--- config.mk ---
export PLATFORM = sky130hd
export DESIGN_NAME = ps2_key_decoder
export DESIGN_NICKNAME = d
export VERILOG_FILES = /design/src/rtl/ps2_key_decoder.sv
export SDC_FILE = /design/constraint.sdc
export NUM_CORES = 1
export LEC_CHECK = 0
export ABC_AREA = 0
export BUFFER_PORTS_ARGS = -buffer_cell sky130_fd_sc_hd__buf_2
export CAP_MARGIN = 5
export CORE_ASPECT_RATIO = 0.9
export CORE_UTILIZATION = 52
export CTS_BUF_LIST = sky130_fd_sc_hd__clkbuf_8 sky130_fd_sc_hd__clkbuf_16
export DETAILED_ROUTE_END_ITERATION = 16
export HOLD_SLACK_MARGIN = 0.15
export MAX_ROUTING_LAYER = met4
export PLACE_DENSITY_LB_ADDON = 0.2
export SLEW_MARGIN = 0
export SYNTH_ARGS = -nofsm -noshare
export SYNTH_HDL_FRONTEND = slang
export SYNTH_SLANG_ARGS = --single-unit
export TNS_END_PERCENT = 50
--- constraint.sdc ---
create_clock -name CLOCK_50 -period 2.59 [get_ports CLOCK_50]
set_clock_uncertainty 0.15 [all_clocks]
set_input_delay 0.1295 -clock CLOCK_50 [delete_from_list [all_inputs] [get_ports CLOCK_50]]
set_output_delay 0.1295 -clock CLOCK_50 [all_outputs]
set_load 0.005 [all_outputs]
--- src/rtl/ps2_key_decoder.sv ---
// ps2_key_decoder: assembles PS/2 set-2 scancode bytes into key events, queues them, pulses game commands
// Ports: CLOCK_50/reset (sync, active-high); received_data/received_data_en byte strobe in;
//        evt_valid/evt_ready/evt_code/evt_extended/evt_break FWFT event head; cmd_* one-cycle
//        command pulses; overflow sticky drop flag.
module ps2_key_decoder #(
  parameter logic [7:0] KEY_HIT   = 8'h33,
  parameter logic [7:0] KEY_STAND = 8'h1B,
  parameter logic [7:0] KEY_DEAL  = 8'h23,
  parameter logic [7:0] KEY_NEW   = 8'h31
) (
  input  logic       CLOCK_50,
  input  logic       reset,
  input  logic [7:0] received_data,
  input  logic       received_data_en,
  output logic       evt_valid,
  input  logic       evt_ready,
  output logic [7:0] evt_code,
  output logic       evt_extended,
  output logic       evt_break,
  output logic       cmd_hit,
  output logic       cmd_stand,
  output logic       cmd_deal,
  output logic       cmd_new,
  output logic       overflow
);
  typedef enum logic [2:0] {IDLE, EXT, BRK, EXT_BRK, SKIP} state_t;
  state_t     state_q, state_d;
  logic [2:0] skip_q, skip_d;
  logic [3:0] held_q, held_d, cmd_q, cmd_d, key_match;
  logic [9:0] mem_q [4];
  logic [1:0] wr_q, wr_d, rd_q, rd_d;
  logic [2:0] cnt_q, cnt_d;
  logic       ovf_q, ovf_d;
  logic       ev, ev_ext, ev_brk, is_pfx, ignored, pop, push;
  always_comb begin
    is_pfx  = received_data == 8'hE0 || received_data == 8'hF0;
    ignored = received_data inside {8'h00, 8'hAA, 8'hFA, 8'hFE, 8'hFF};
    state_d = state_q;
    skip_d  = skip_q;
    ev      = 1'b0;
    ev_ext  = 1'b0;
    ev_brk  = 1'b0;
    if (received_data_en)
      case (state_q)
        IDLE: begin
          state_d = received_data == 8'hE0 ? EXT :
                    received_data == 8'hF0 ? BRK :
                    received_data == 8'hE1 ? SKIP : IDLE;
          skip_d  = received_data == 8'hE1 ? 3'd7 : skip_q;
          ev      = !is_pfx && received_data != 8'hE1 && !ignored;
        end
        EXT: begin
          state_d = received_data == 8'hF0 ? EXT_BRK : received_data == 8'hE0 ? EXT : IDLE;
          ev      = !is_pfx;
          ev_ext  = 1'b1;
        end
        BRK: begin
          state_d = IDLE;
          ev      = !is_pfx;
          ev_brk  = 1'b1;
        end
        EXT_BRK: begin
          state_d = IDLE;
          ev      = !is_pfx;
          ev_ext  = 1'b1;
          ev_brk  = 1'b1;
        end
        SKIP: begin
          skip_d  = skip_q - 3'd1;
          state_d = skip_q <= 3'd1 ? IDLE : SKIP;
        end
        default: state_d = IDLE;
      endcase
  end
  // Held flags suppress typematic repeats; extended codes never touch them.
  always_comb begin
    key_match = {received_data == KEY_NEW, received_data == KEY_DEAL,
                 received_data == KEY_STAND, received_data == KEY_HIT};
    cmd_d     = '0;
    held_d    = held_q;
    if (ev && !ev_ext) begin
      cmd_d  = ev_brk ? 4'b0 : key_match & ~held_q;
      held_d = ev_brk ? held_q & ~key_match : held_q | key_match;
    end
  end
  // A pop frees the slot in the same cycle, so a push to a full FIFO with a pop is kept.
  always_comb begin
    evt_valid = cnt_q != 3'd0;
    pop       = evt_valid && evt_ready;
    push      = ev && (!cnt_q[2] || pop);
    wr_d      = wr_q + 2'(push);
    rd_d      = rd_q + 2'(pop);
    cnt_d     = cnt_q + 3'(push) - 3'(pop);
    ovf_d     = ovf_q || (ev && cnt_q[2] && !pop);
    {evt_extended, evt_break, evt_code} = evt_valid ? mem_q[rd_q] : 10'd0;
    {cmd_new, cmd_deal, cmd_stand, cmd_hit} = cmd_q;
    overflow  = ovf_q;
  end
  always_ff @(posedge CLOCK_50) begin
    if (reset) begin
      state_q <= IDLE;
      skip_q  <= '0;
      held_q  <= '0;
      cmd_q   <= '0;
      wr_q    <= '0;
      rd_q    <= '0;
      cnt_q   <= '0;
      ovf_q   <= 1'b0;
    end else begin
      state_q <= state_d;
      skip_q  <= skip_d;
      held_q  <= held_d;
      cmd_q   <= cmd_d;
      wr_q    <= wr_d;
      rd_q    <= rd_d;
      cnt_q   <= cnt_d;
      ovf_q   <= ovf_d;
      if (push) mem_q[wr_q] <= {ev_ext, ev_brk, received_data};
    end
  end
endmodule

Yosys cells after proc, flatten, opt, wreduce, memory -nomap -nowiden
Memory sizes are Yosys's and may differ from the RTL's. A register that Yosys moved wholly into a read port is not among the register bits.
Index checks and enable logic that the tools add are counted.
{ "word_totals": {"latchBits": 0, "out_inout_bits": 16, "elab_cells": 84, "romBits": 0, "mem_bits_rw": 40, "input_bits": 12, "n_memories": 1, "ff_bits": 22} }
{ "classes": {"n_addsub": 5, "eq_ne": 17, "n_shift": 0, "div": 0, "mux": 21, "bitwise_logic": 6, "reduce_logical": 25, "n_lt_le_gt_ge": 1, "mul": 0} }
{ "memory_table": {"columns": ["memory", "words", "width", "rd", "rd_clocked_by_memory_dff", "write_ports", "line", "source"], "rows": [
  ["mem_q", 4, 10, 1, 1, 1, "30", "logic [9:0] mem_q [4];"]
]} }
{ "op_table": {"columns": ["operator", "n"], "rows": [
  ["== test 8 bit, second input constant", 7],
  ["== test 8 x 6 -> 1 bit, second input constant", 3],
  ["2-to-1 mux 3 bit", 5],
  ["2-to-1 mux 10 bit", 1],
  ["2-to-1 mux 1 bit", 9],
  ["one-hot mux 3 bit (3 select lines)", 1],
  ["bitwise AND 4 bit", 2],
  ["== test 8 x 5 -> 1 bit, second input constant", 1],
  ["logical NOT 8 bit", 1],
  ["inequality test 8 bit, second input constant", 1],
  ["inverter 4 bit", 2],
  ["logical AND 1 bit", 7],
  ["== test 3 x 2 -> 1 bit, second input constant", 2],
  ["one-hot mux 3 bit (2 select lines)", 1],
  ["OR reduction 3 bit", 2],
  ["logical NOT 1 bit", 5],
  ["nonzero test 5 bit", 1],
  ["adder 2 x 1 -> 2 bit", 2],
  ["2-to-1 mux 2 bit", 2],
  ["2-to-1 mux 4 bit", 1],
  ["OR 4 bit", 1],
  ["OR reduction 2 bit", 2],
  ["adder 3 x 1 -> 3 bit", 1],
  ["== test 3 x 1 -> 1 bit, second input constant", 1],
  ["12 further kinds", 14]
]} }

Longest topological paths before layout
Gate-level depths: netlist of the first run.
{ "depth": {"depth_word": 11, "mapped_depth": 11, "ltp_nobuf": 10} }

Least setup slack after synthesis of the first run
No wires, ideal clock.
{ "synth_path": {"path_type": "in2reg", "from": "input received_data[5]", "to": "register cnt_q[2]", "path_stages": 11, "t_required_ps": 2311, "setup_time_ps": 129, "arrival_time_ps": 2160, "path_slack_ps": 152, "n_path_buf": 1, "path_cell_list": "buf_4 -> or3b_1 -> nor2_1 -> nor2_1 -> nand3_1 -> mux2_1 -> ha_1 -> fa_1 -> xnor2_1 -> xnor2_1 -> nor2_1"} }
{ "synth_between": {"elab_chain_len": 10, "elab_cells_between_ends": 19} }
{ "synth_lines": {"columns": ["item", "line", "source"], "rows": [
  ["start: declaration", "13", "input logic [7:0] received_data,"],
  ["parallel branches: the longest is 5 deep, another holds == test 8 bit", null, null],
  ["one-hot mux 1 bit (2 select lines) *", "44", "case (state_q)"],
  ["2-to-1 mux 1 bit *", "43", "if (received_data_en)"],
  ["logical AND 1 bit *", "90", "push = ev && (!cnt_q[2] || pop);"],
  ["adder 3 x 1 -> 3 bit *", "93", "cnt_d = cnt_q + 3'(push) - 3'(pop);"],
  ["subtractor 3 x 1 -> 3 bit *", "93", null],
  ["end signal: assignment", "116", "cnt_q <= cnt_d;"],
  ["end: declaration", "32", "logic [2:0] cnt_q, cnt_d;"]
]} }
Mark *: on every way between the ends.
A chain may end at the register's enable or synchronous reset.

Worst setup path after layout of the first run
{ "layout_path": {"from": "register cnt_q[2]", "to": "register cnt_q[2]"} }
{ "layout_between": {"elab_chain_len": 6, "elab_cells_between_ends": 7} }
{ "layout_lines": {"columns": ["item", "line", "source"], "rows": [
  ["nonzero test 3 bit", "88", "evt_valid = cnt_q != 3'd0;"],
  ["logical AND 1 bit", "89", "pop = evt_valid && evt_ready;"],
  ["logical OR 1 bit", "90", null],
  ["logical AND 1 bit", "90", null],
  ["adder 3 x 1 -> 3 bit", "93", null],
  ["subtractor 3 x 1 -> 3 bit *", "93", null]
]} }
Mark *: on every way between the ends. The rest lies on a longest branch, timed or not.

==> out/qor.txt, run 1 <==
===============================================================================
Count of antenna diodes in the layout                                         0
Worst Tran Pin Value                                                  0.5518 ns
DIE AREA                                                               5579 um2
Worst-path cell with the longest stage delay                       sky130_fd_sc_hd__or3_1
Largest stage delay on the critical path                                0.39 ns
Pin count of the biggest net entering global routing                         22
Required time at the endpoint of the critical path                      2.66 ns
Distinct cell type count after synthesis                                     45
Horizontal die dimension                                               78.62 um
Period Utilization, post-route                                           94.18%
VDD IR-drop max                                                       0.4961 mV
Crit path top cell by count                                        sky130_fd_sc_hd__xnor2_1
Count of flip-flops with a built-in enable after synthesis                   40
Run status                                                            completed
Switch share                                                             25.78%
Critical path type                                                 flop to flop
Latest clock arrival within the worst-skew pair                         0.34 ns
Static power due to leakage                                            1.290 nW
Final Hold Viols                                                              0
Largest cells by area after synthesis                              sky130_fd_sc_hd__edfxtp_1 (44%), sky130_fd_sc_hd__dfxtp_1 (16%), sky130_fd_sc_hd__mux4_2 (8.2%)
Area Overhead vs Synth                                                   26.37%
List of most frequent post-synthesis cells                         sky130_fd_sc_hd__edfxtp_1 (40), sky130_fd_sc_hd__dfxtp_1 (22), sky130_fd_sc_hd__nor2_1 (20)
Number of buffers inserted by port buffering                                 27
Syn_area_per_cell                                                     13.40 um2
Post-Synthesis Net Count                                                    222
FFs w/ async S/R, synth                                                      0%
Maximum Capacitance Violations                                                0
Final Slew Violations                                                         0
Gate Count Post-Synth                                                       205
TritonCTS clock tree                                                        yes
All-Layer GR Usage                                                       22.83%
Worst reg2reg path endpoint                                        cnt_q[2]$_SDFF_PP0_
Last weighted congestion value of the routability-driven placer          0.8800
Number of setup violations in the final report                                0
Total via count after detailed routing                                     1833
Final sum of negative setup slack                                          0 ns
Total Routed Length                                                    5.440 mm
Floorplan die height                                                   70.96 um
Worst-path clk slew                                                     0.07 ns
Source of the worst register-to-register timing path               cnt_q[2]$_SDFF_PP0_
Largest driver fanout on the critical path                                    4
Reg2reg setup slack                                                     0.15 ns
Number of design rule violations left after detail routing                    0
Combinational cell fraction of total power                                23.6%
Library cell with the largest summed area after synthesis          sky130_fd_sc_hd__edfxtp_1
Initial cell density of the core                                         55.45%
Switch Pwr                                                             699.8 uW
Number of primary I/O pins                                                   28
Power per cell area                                                781.9 nW/um2
Period minus WS final                                                  2.439 ns
Peak clock frequency supported by timing                             0.4100 GHz
Wire length of the first global-routing pass                           8.907 mm
Type of element capturing the critical path                                flop
Main synth FF type                                                 sky130_fd_sc_hd__edfxtp_1
Ys Warns                                                                      0
Share of cells above drive strength 1                                    29.75%
Startpoint of the worst hold path                                  received_data[2]
Number of DRC markers after the initial detailed-route iteration            109
Drt first pass iters                                                          4
Library cell with the highest instance count after synthesis       sky130_fd_sc_hd__edfxtp_1
Setup repair after global routing missed its margin                          no
Detailed-route wire length per cell                                    15.81 um
Standard-cell row count                                                      24
Clock buffer depth                                                            2
Worst hold slack                                                      0.1847 ns
Total global routing overflow                                                 0
Clock network fraction of design power                                    33.1%
Worst hold path depth                                                         5
Arrival time of data at the critical path endpoint                      2.51 ns
Via count of the first global-routing pass                                 1839
Floorplan Core Area                                                    4955 um2
Area share of the leading cell type in the synthesized netlist           43.72%
Element type at the critical path start                                    flop
Post-route ant nets                                                           0
Sequential share of the synthesized area                                 59.74%
Number of resized instances in the post-cts repair step                       0
Detailed Place HPWL                                                    3.521 mm
Cell-by-cell listing of the critical path                          or3_1 > and2_1 > mux2_1 > ha_1 > fa_1 > xnor2_1 > xnor2_1 > nor2_1
Sink Count                                                                   62
Post-DR vias/cell                                                         5.328
Internal power consumption                                             2.015 mW
Max-slew headroom                                                        63.16%
Min-delay worst type                                               primary input to flop
Worst-case reg-to-reg path depth                                              8
Endpoint of the worst hold-timing path                             cmd_q[0]$_SDFF_PP0_
Initial antenna violation count                                               0
Flip-flop and latch count after synthesis                                    62
Cell area after technology mapping                                     2748 um2
Largest delay share family, worst path                             simple AND/OR/NAND/NOR gates
CTS H-tree depth                                                              3
Clock Root Buffer                                                  sky130_fd_sc_hd__clkbuf_8
Sequential share of power                                                 43.3%
Number of CTS-inserted buffers                                                9
Total number of nets in the final design                                    291
Buf+Inv Stages, Crit Path                                                     0
===============================================================================
==> layer usage <==
metal	share of wire (%)	wire [um]	track usage, %	vias to the layer above
met5	0	0	-	-
met4	2.1	115	8.025	0
met3	5.9	320	7.355	13
met2	48	2621	36.81	56
met1	44	2382	26.93	860
li1	-	-	-	904
==> logic make-up after synthesis <==
| group | synth area share [%] |
|---|---|
| compound gates | 4.599 |
| simple gates | 19.13 |
| mux | 10.61 |
| buf+inv | 2.095 |
| flops | 59.74 |
| fa+ha+maj | 2.550 |
| xor+xnor | 1.275 |
==> cells in the final DEF, fill, tap and decap left out, drive strengths merged, types with 2 or more instances in the layout <==
| cell type | count |
|---|---|
| inv | 8 |
| edfxtp | 40 |
| xnor2 | 3 |
| or3 | 2 |
| bufinv | 2 |
| a211oi | 3 |
| nand4b | 2 |
| clkinv | 4 |
| and2 | 14 |
| dfxtp | 22 |
| nand3 | 3 |
| a21oi | 5 |
| mux2i | 4 |
| nor2b | 7 |
| clkbuf | 9 |
| nand4bb | 2 |
| nor2 | 21 |
| ha | 4 |
| nor3 | 12 |
| buf | 46 |
| nand2b | 4 |
| dlygate4sd3 | 18 |
| o211ai | 3 |
| and3 | 2 |
| mux2 | 2 |
| and4bb | 2 |
| nor4 | 4 |
| mux4 | 10 |
| nand2 | 7 |
| o21ai | 3 |
| nand4 | 3 |
==> area by class of cell <==
type	count	area (um2)
repair buffers	64	457.9
inverters	8	30.03
fillers	372	1483
multi-input cells	129	1049
clock buffers	9	123.9
well taps	65	81.33
flip-flops and latches	62	1642
clock inverters	7	88.84
==> worst register-to-register path: stages, from the launching register on <==
cell                      delay (ns)
sky130_fd_sc_hd__dfxtp_1        0.34
sky130_fd_sc_hd__or3_1          0.39
sky130_fd_sc_hd__and2_1         0.21
sky130_fd_sc_hd__mux2_1         0.31
sky130_fd_sc_hd__ha_1           0.19
sky130_fd_sc_hd__fa_1           0.37
sky130_fd_sc_hd__xnor2_1        0.18
sky130_fd_sc_hd__xnor2_1        0.13
sky130_fd_sc_hd__nor2_1         0.05
==> power groups by stage <==
| stage | sequential [mW] | clock (mW) | combinational (mW) |
|---|---|---|---|
| 6_report | 1.17 | 0.900 | 0.640 |
| 5_1_grt | 1.18 | 0.951 | 0.722 |
| 4_1_cts | 1.18 | 0.921 | 0.657 |
| 3_5_place_dp | 1.20 | 0 | 0.638 |
| 3_3_place_gp | 1.19 | 0 | 0.623 |
| 2_1_floorplan | 1.16 | 0 | 0.430 |
==> what timing repair did <==
item | CTS | global route
hold buffers | 18 | 0
buffers inserted | 0 | 0
endpoints found under the hold margin | 51 | 0
==> through the flow <==
step                      utilization [%]  power, mW  setup WS, ns  instances  cell area, um2
after floorplan                         -      1.589        0.1516        205            2748
after global placement              62.15      1.817       0.07237        310            3079
after detailed placement            62.15      1.835       0.01456        310            3079
after CTS                           70.08      2.754        0.1392        344            3472
after global routing                70.08      2.858      0.008765        344            3472
final                               70.08      2.715        0.1507        344            3472
==> worst max-delay path by stage <==
stage	startpoint	endpoint	slack (ns)	depth (start not counted)
after CTS	cnt_q[2]$_SDFF_PP0_	cnt_q[2]$_SDFF_PP0_	0.14	8
after global routing	cnt_q[2]$_SDFF_PP0_	cnt_q[2]$_SDFF_PP0_	0.009	8
final	cnt_q[2]$_SDFF_PP0_	cnt_q[2]$_SDFF_PP0_	0.15	8
after floorplan	received_data[5]	cnt_q[2]$_SDFF_PP0_	0.15	11
after detailed placement	received_data[5]	cnt_q[2]$_SDFF_PP0_	0.01	11
after global placement	received_data[5]	cnt_q[2]$_SDFF_PP0_	0.07	11
==> sequential cells by signal (all words and copies together), names as in the netlist, named ones only <==
register / flops
skip_q: 3
rd_q: 2
cnt_q: 3
mem_q: 40
overflow: 1
state_q: 3
wr_q: 2
cmd_q: 4
Note: power is estimated with default switching activity, not from simulation.
==> run 2: changes to the inputs <==
--- a/config.mk
+++ b/config.mk
@@ -5,11 +5,11 @@
 export SDC_FILE = /design/constraint.sdc
 export NUM_CORES = 1
 export LEC_CHECK = 0
-export ABC_AREA = 0
+export ABC_AREA = 1
 export BUFFER_PORTS_ARGS = -buffer_cell sky130_fd_sc_hd__buf_2
 export CAP_MARGIN = 5
 export CORE_ASPECT_RATIO = 0.9
-export CORE_UTILIZATION = 52
+export CORE_UTILIZATION = 53
 export CTS_BUF_LIST = sky130_fd_sc_hd__clkbuf_8 sky130_fd_sc_hd__clkbuf_16
 export DETAILED_ROUTE_END_ITERATION = 16
 export HOLD_SLACK_MARGIN = 0.15
==> out/qor.txt, run 2 <==
=====================================================================================
Final sum of negative setup slack                                                0 ns
Largest driver fanout on the critical path                                          8
Area Overhead vs Synth                                                         23.13%
Number of setup violations in the final report                                      0
Number of design rule violations left after detail routing                          0
Required time at the endpoint of the critical path                            2.70 ns
Clock buffer depth                                                                  2
Largest cells by area after synthesis                                    sky130_fd_sc_hd__edfxtp_1 (42%), sky130_fd_sc_hd__dfxtp_1 (15%), sky130_fd_sc_hd__nor2_1 (11%)
Drt first pass iters                                                                4
List of most frequent post-synthesis cells                               sky130_fd_sc_hd__nor2_1 (80), sky130_fd_sc_hd__nand2_1 (42), sky130_fd_sc_hd__edfxtp_1 (40)
Post-Synthesis Net Count                                                          331
Period Utilization, post-route                                                 96.44%
Via count of the first global-routing pass                                       2055
Peak clock frequency supported by timing                                   0.4003 GHz
Count of flip-flops with a built-in enable after synthesis                         40
Total number of nets in the final design                                          380
Type of element capturing the critical path                                      flop
Detailed-route wire length per cell                                          13.53 um
Area share of xor/xnor cells in the synthesized design                        0.9235%
CTS H-tree depth                                                                    3
Largest stage delay on the critical path                                      0.53 ns
Period minus WS final                                                        2.498 ns
Cell-by-cell listing of the critical path                                dlygate4sd3_1 > buf_2 > nor2_2 > nand2_2 > inv_1 > nand2_1 > nand2_2 > nor2_4 > nand2_2 > inv_2 > nand2_2 > inv_2 > o21ai_1 > nand2_1 > ha_1 > fa_1 > inv_1 > o21ai_0 > a21oi_1
Highest-count cells in the layout ignoring fill and taps                 sky130_fd_sc_hd__nor2_1 (75), sky130_fd_sc_hd__nand2_1 (40), sky130_fd_sc_hd__edfxtp_1 (40)
Synthesized-area fraction occupied by adder cells                              2.463%
Total via count after detailed routing                                           2187
Total global routing overflow                                                       0
Library cell with the largest summed area after synthesis                sky130_fd_sc_hd__edfxtp_1
Wire length of the first global-routing pass                                 9.404 mm
Worst Tran Pin Value                                                        0.5346 ns
Horizontal die dimension                                                     79.23 um
DIE AREA                                                                     5666 um2
TritonCTS clock tree                                                              yes
Distinct cell type count after synthesis                                           32
Sequential share of the synthesized area                                       57.70%
Clock Root Buffer                                                        sky130_fd_sc_hd__clkbuf_8
Number of CTS-inserted buffers                                                      9
All-Layer GR Usage                                                             23.12%
Power per cell area                                                      799.5 nW/um2
Total Routed Length                                                          5.857 mm
Area share of the leading cell type in the synthesized netlist                 42.22%
Last weighted congestion value of the routability-driven placer                0.8587
Share of synthesized area spent on multiplexers                                    0%
Post-placement cell area                                                     3113 um2
Pin count of the biggest net entering global routing                               22
Cell area after technology mapping                                           2845 um2
Min-delay worst type                                                     primary input to flop
Max reg flops                                                                      40
Ys Warns                                                                            0
Filler cells                                                                      397
Initial antenna violation count                                                     0
Floorplan Core Area                                                          5015 um2
Worst-path cell with the longest stage delay                             sky130_fd_sc_hd__dlygate4sd3_1
Main synth FF type                                                       sky130_fd_sc_hd__edfxtp_1
Share of the synthesized area in compound gates (AO/OA/AOI/OAI)                9.059%
Initial cell density of the core                                               56.74%
Run status                                                                  completed
Flip-flop and latch count after synthesis                                          62
Number of DRC markers after the initial detailed-route iteration                  155
Arrival time of data at the critical path endpoint                            2.61 ns
Syn_area_per_cell                                                           9.061 um2
Sink Count                                                                         62
Static power due to leakage                                                  1.495 nW
Worst-path clk slew                                                           0.06 ns
Maximum Capacitance Violations                                                      0
Post-Layout Inst Area                                                        3503 um2
Top flop regs                                                            mem_q: 40 flops, cmd_q: 4 flops
Number of buffers inserted by port buffering                                       27
Latest clock arrival within the worst-skew pair                               0.32 ns
Setup repair after global routing missed its margin                               yes
Standard-cell row count                                                            24
VDD IR-drop max                                                             0.6117 mV
Post-route ant nets                                                                 0
Most common library cell in the layout ignoring fill and taps            sky130_fd_sc_hd__nor2_1
Crit path top cell by count                                              sky130_fd_sc_hd__nand2_2
Library cell with the highest instance count after synthesis             sky130_fd_sc_hd__nor2_1
Max-slew headroom                                                              64.32%
Post-synthesis share of cell area spent on and, or, nand and nor gates         23.92%
Share of cells above drive strength 1                                          21.20%
Floorplan die height                                                         71.51 um
Critical path type                                                       primary input to flop
Detailed Place HPWL                                                          3.899 mm
FFs w/ async S/R, synth                                                            0%
Gate Count Post-Synth                                                             314
Post-DR vias/cell                                                               5.051
Count of antenna diodes in the layout                                               0
Element type at the critical path start                                  primary input
Combinational family with the most area after synthesis                  simple AND/OR/NAND/NOR gates
Final Hold Viols                                                                    0
Top reg by flops                                                                mem_q
Number of primary I/O pins                                                         28
Utilization after layout                                                       69.86%
Final Slew Violations                                                               0
=====================================================================================
## run 2: cell count changes in the layout (fill, tap and decap cells not counted), sizes merged, moves of 13 or more
cell and change:
and2 -14, nand2 +41, nor2 +66, inv +30
buf -13, o21ai +21
## run 2: path summary, 6_finish.rpt
kind / startpoint / to / slack, ns / cells after the start
max: received_data[1] / cnt_q[2]$_SDFF_PP0_ / 0.09 / 19
min: received_data[3] / mem_q[1][3]$_DFFE_PP_ / 0.20 / 1
max reg2reg: state_q[1]$_SDFFE_PP0P_ / cnt_q[2]$_SDFF_PP0_ / 0.32 / 14
min reg2reg: overflow$_SDFF_PP0_ / overflow$_SDFF_PP0_ / 0.33 / 1
## run 2: metrics by stage
step           total power [mW]  setup slack [ns]  std cells  hold WS (ns)
3_5_place_dp              1.837            0.2940        406        0.2499
3_3_place_gp              1.824            0.3501        406        0.2474
4_1_cts                   2.820           0.07694        433        0.3371
5_1_grt                   2.962          -0.01550        433        0.1872
6_report                  2.801           0.09209        433        0.2041
2_1_floorplan             1.577            0.5018        314       0.04857
## run 2: layout make-up
type                            instances  area, um2  area share, %
Tap cell                               65      81.33          2.321
Sequential cell                        62       1642          46.86
Clock inverter                          7      106.4          3.036
Inverter                               36      135.1          3.857
Timing Repair Buffer                   46      347.8          9.929
Clock buffer                            9      123.9          3.536
Multi-Input combinational cell        208       1067          30.46
## run 2: worst max-delay path, delay by kind of cell
family                   cells  cell delay [ns]
AO/OA/AOI/OAI                3             0.27
buffers and inverters        6             0.96
adder cells (fa/ha/maj)      2             0.55
AND/OR/NAND/NOR              8             0.69
## run 2: metal layers
| metal | vias up | track usage, % | part of all wire (%) |
|---|---|---|---|
| met2 | 51 | 38.22 | 50 |
| li1 | 1124 | - | - |
| met5 | - | - | 0 |
| met4 | 0 | 8.283 | 1.2 |
| met3 | 7 | 6.242 | 4.4 |
| met1 | 1005 | 27.20 | 44 |
## run 2: what timing repair did
| item | CTS | global route |
|---|---|---|
| buffers inserted | 0 | 2 |
| endpoints found under the setup margin | 0 | 2 |
| resized for setup | 0 | 16 |
| hold buffers | 11 | 0 |
| hold endpoints to repair | 50 | 0 |
## run 2: logic make-up (layout without fill, tap and decap cells)
logic type | count (synthesis) | in the layout
simple gates | 155 | 155
flops | 62 | 62
compound gates | 45 | 45
buf+inv | 44 | 98
fa+ha+maj | 5 | 5
xor+xnor | 3 | 3
## run 2: where the power goes
part / total [mW] / internal, mW / leakage, nW / switching (mW)
logic: 0.694 / 0.270 / 0.821 / 0.423
registers: 1.14 / 1.11 / 0.546 / 0.0274
clock network: 0.972 / 0.627 / 0.127 / 0.345
total: 2.80 / 2.01 / 1.49 / 0.796
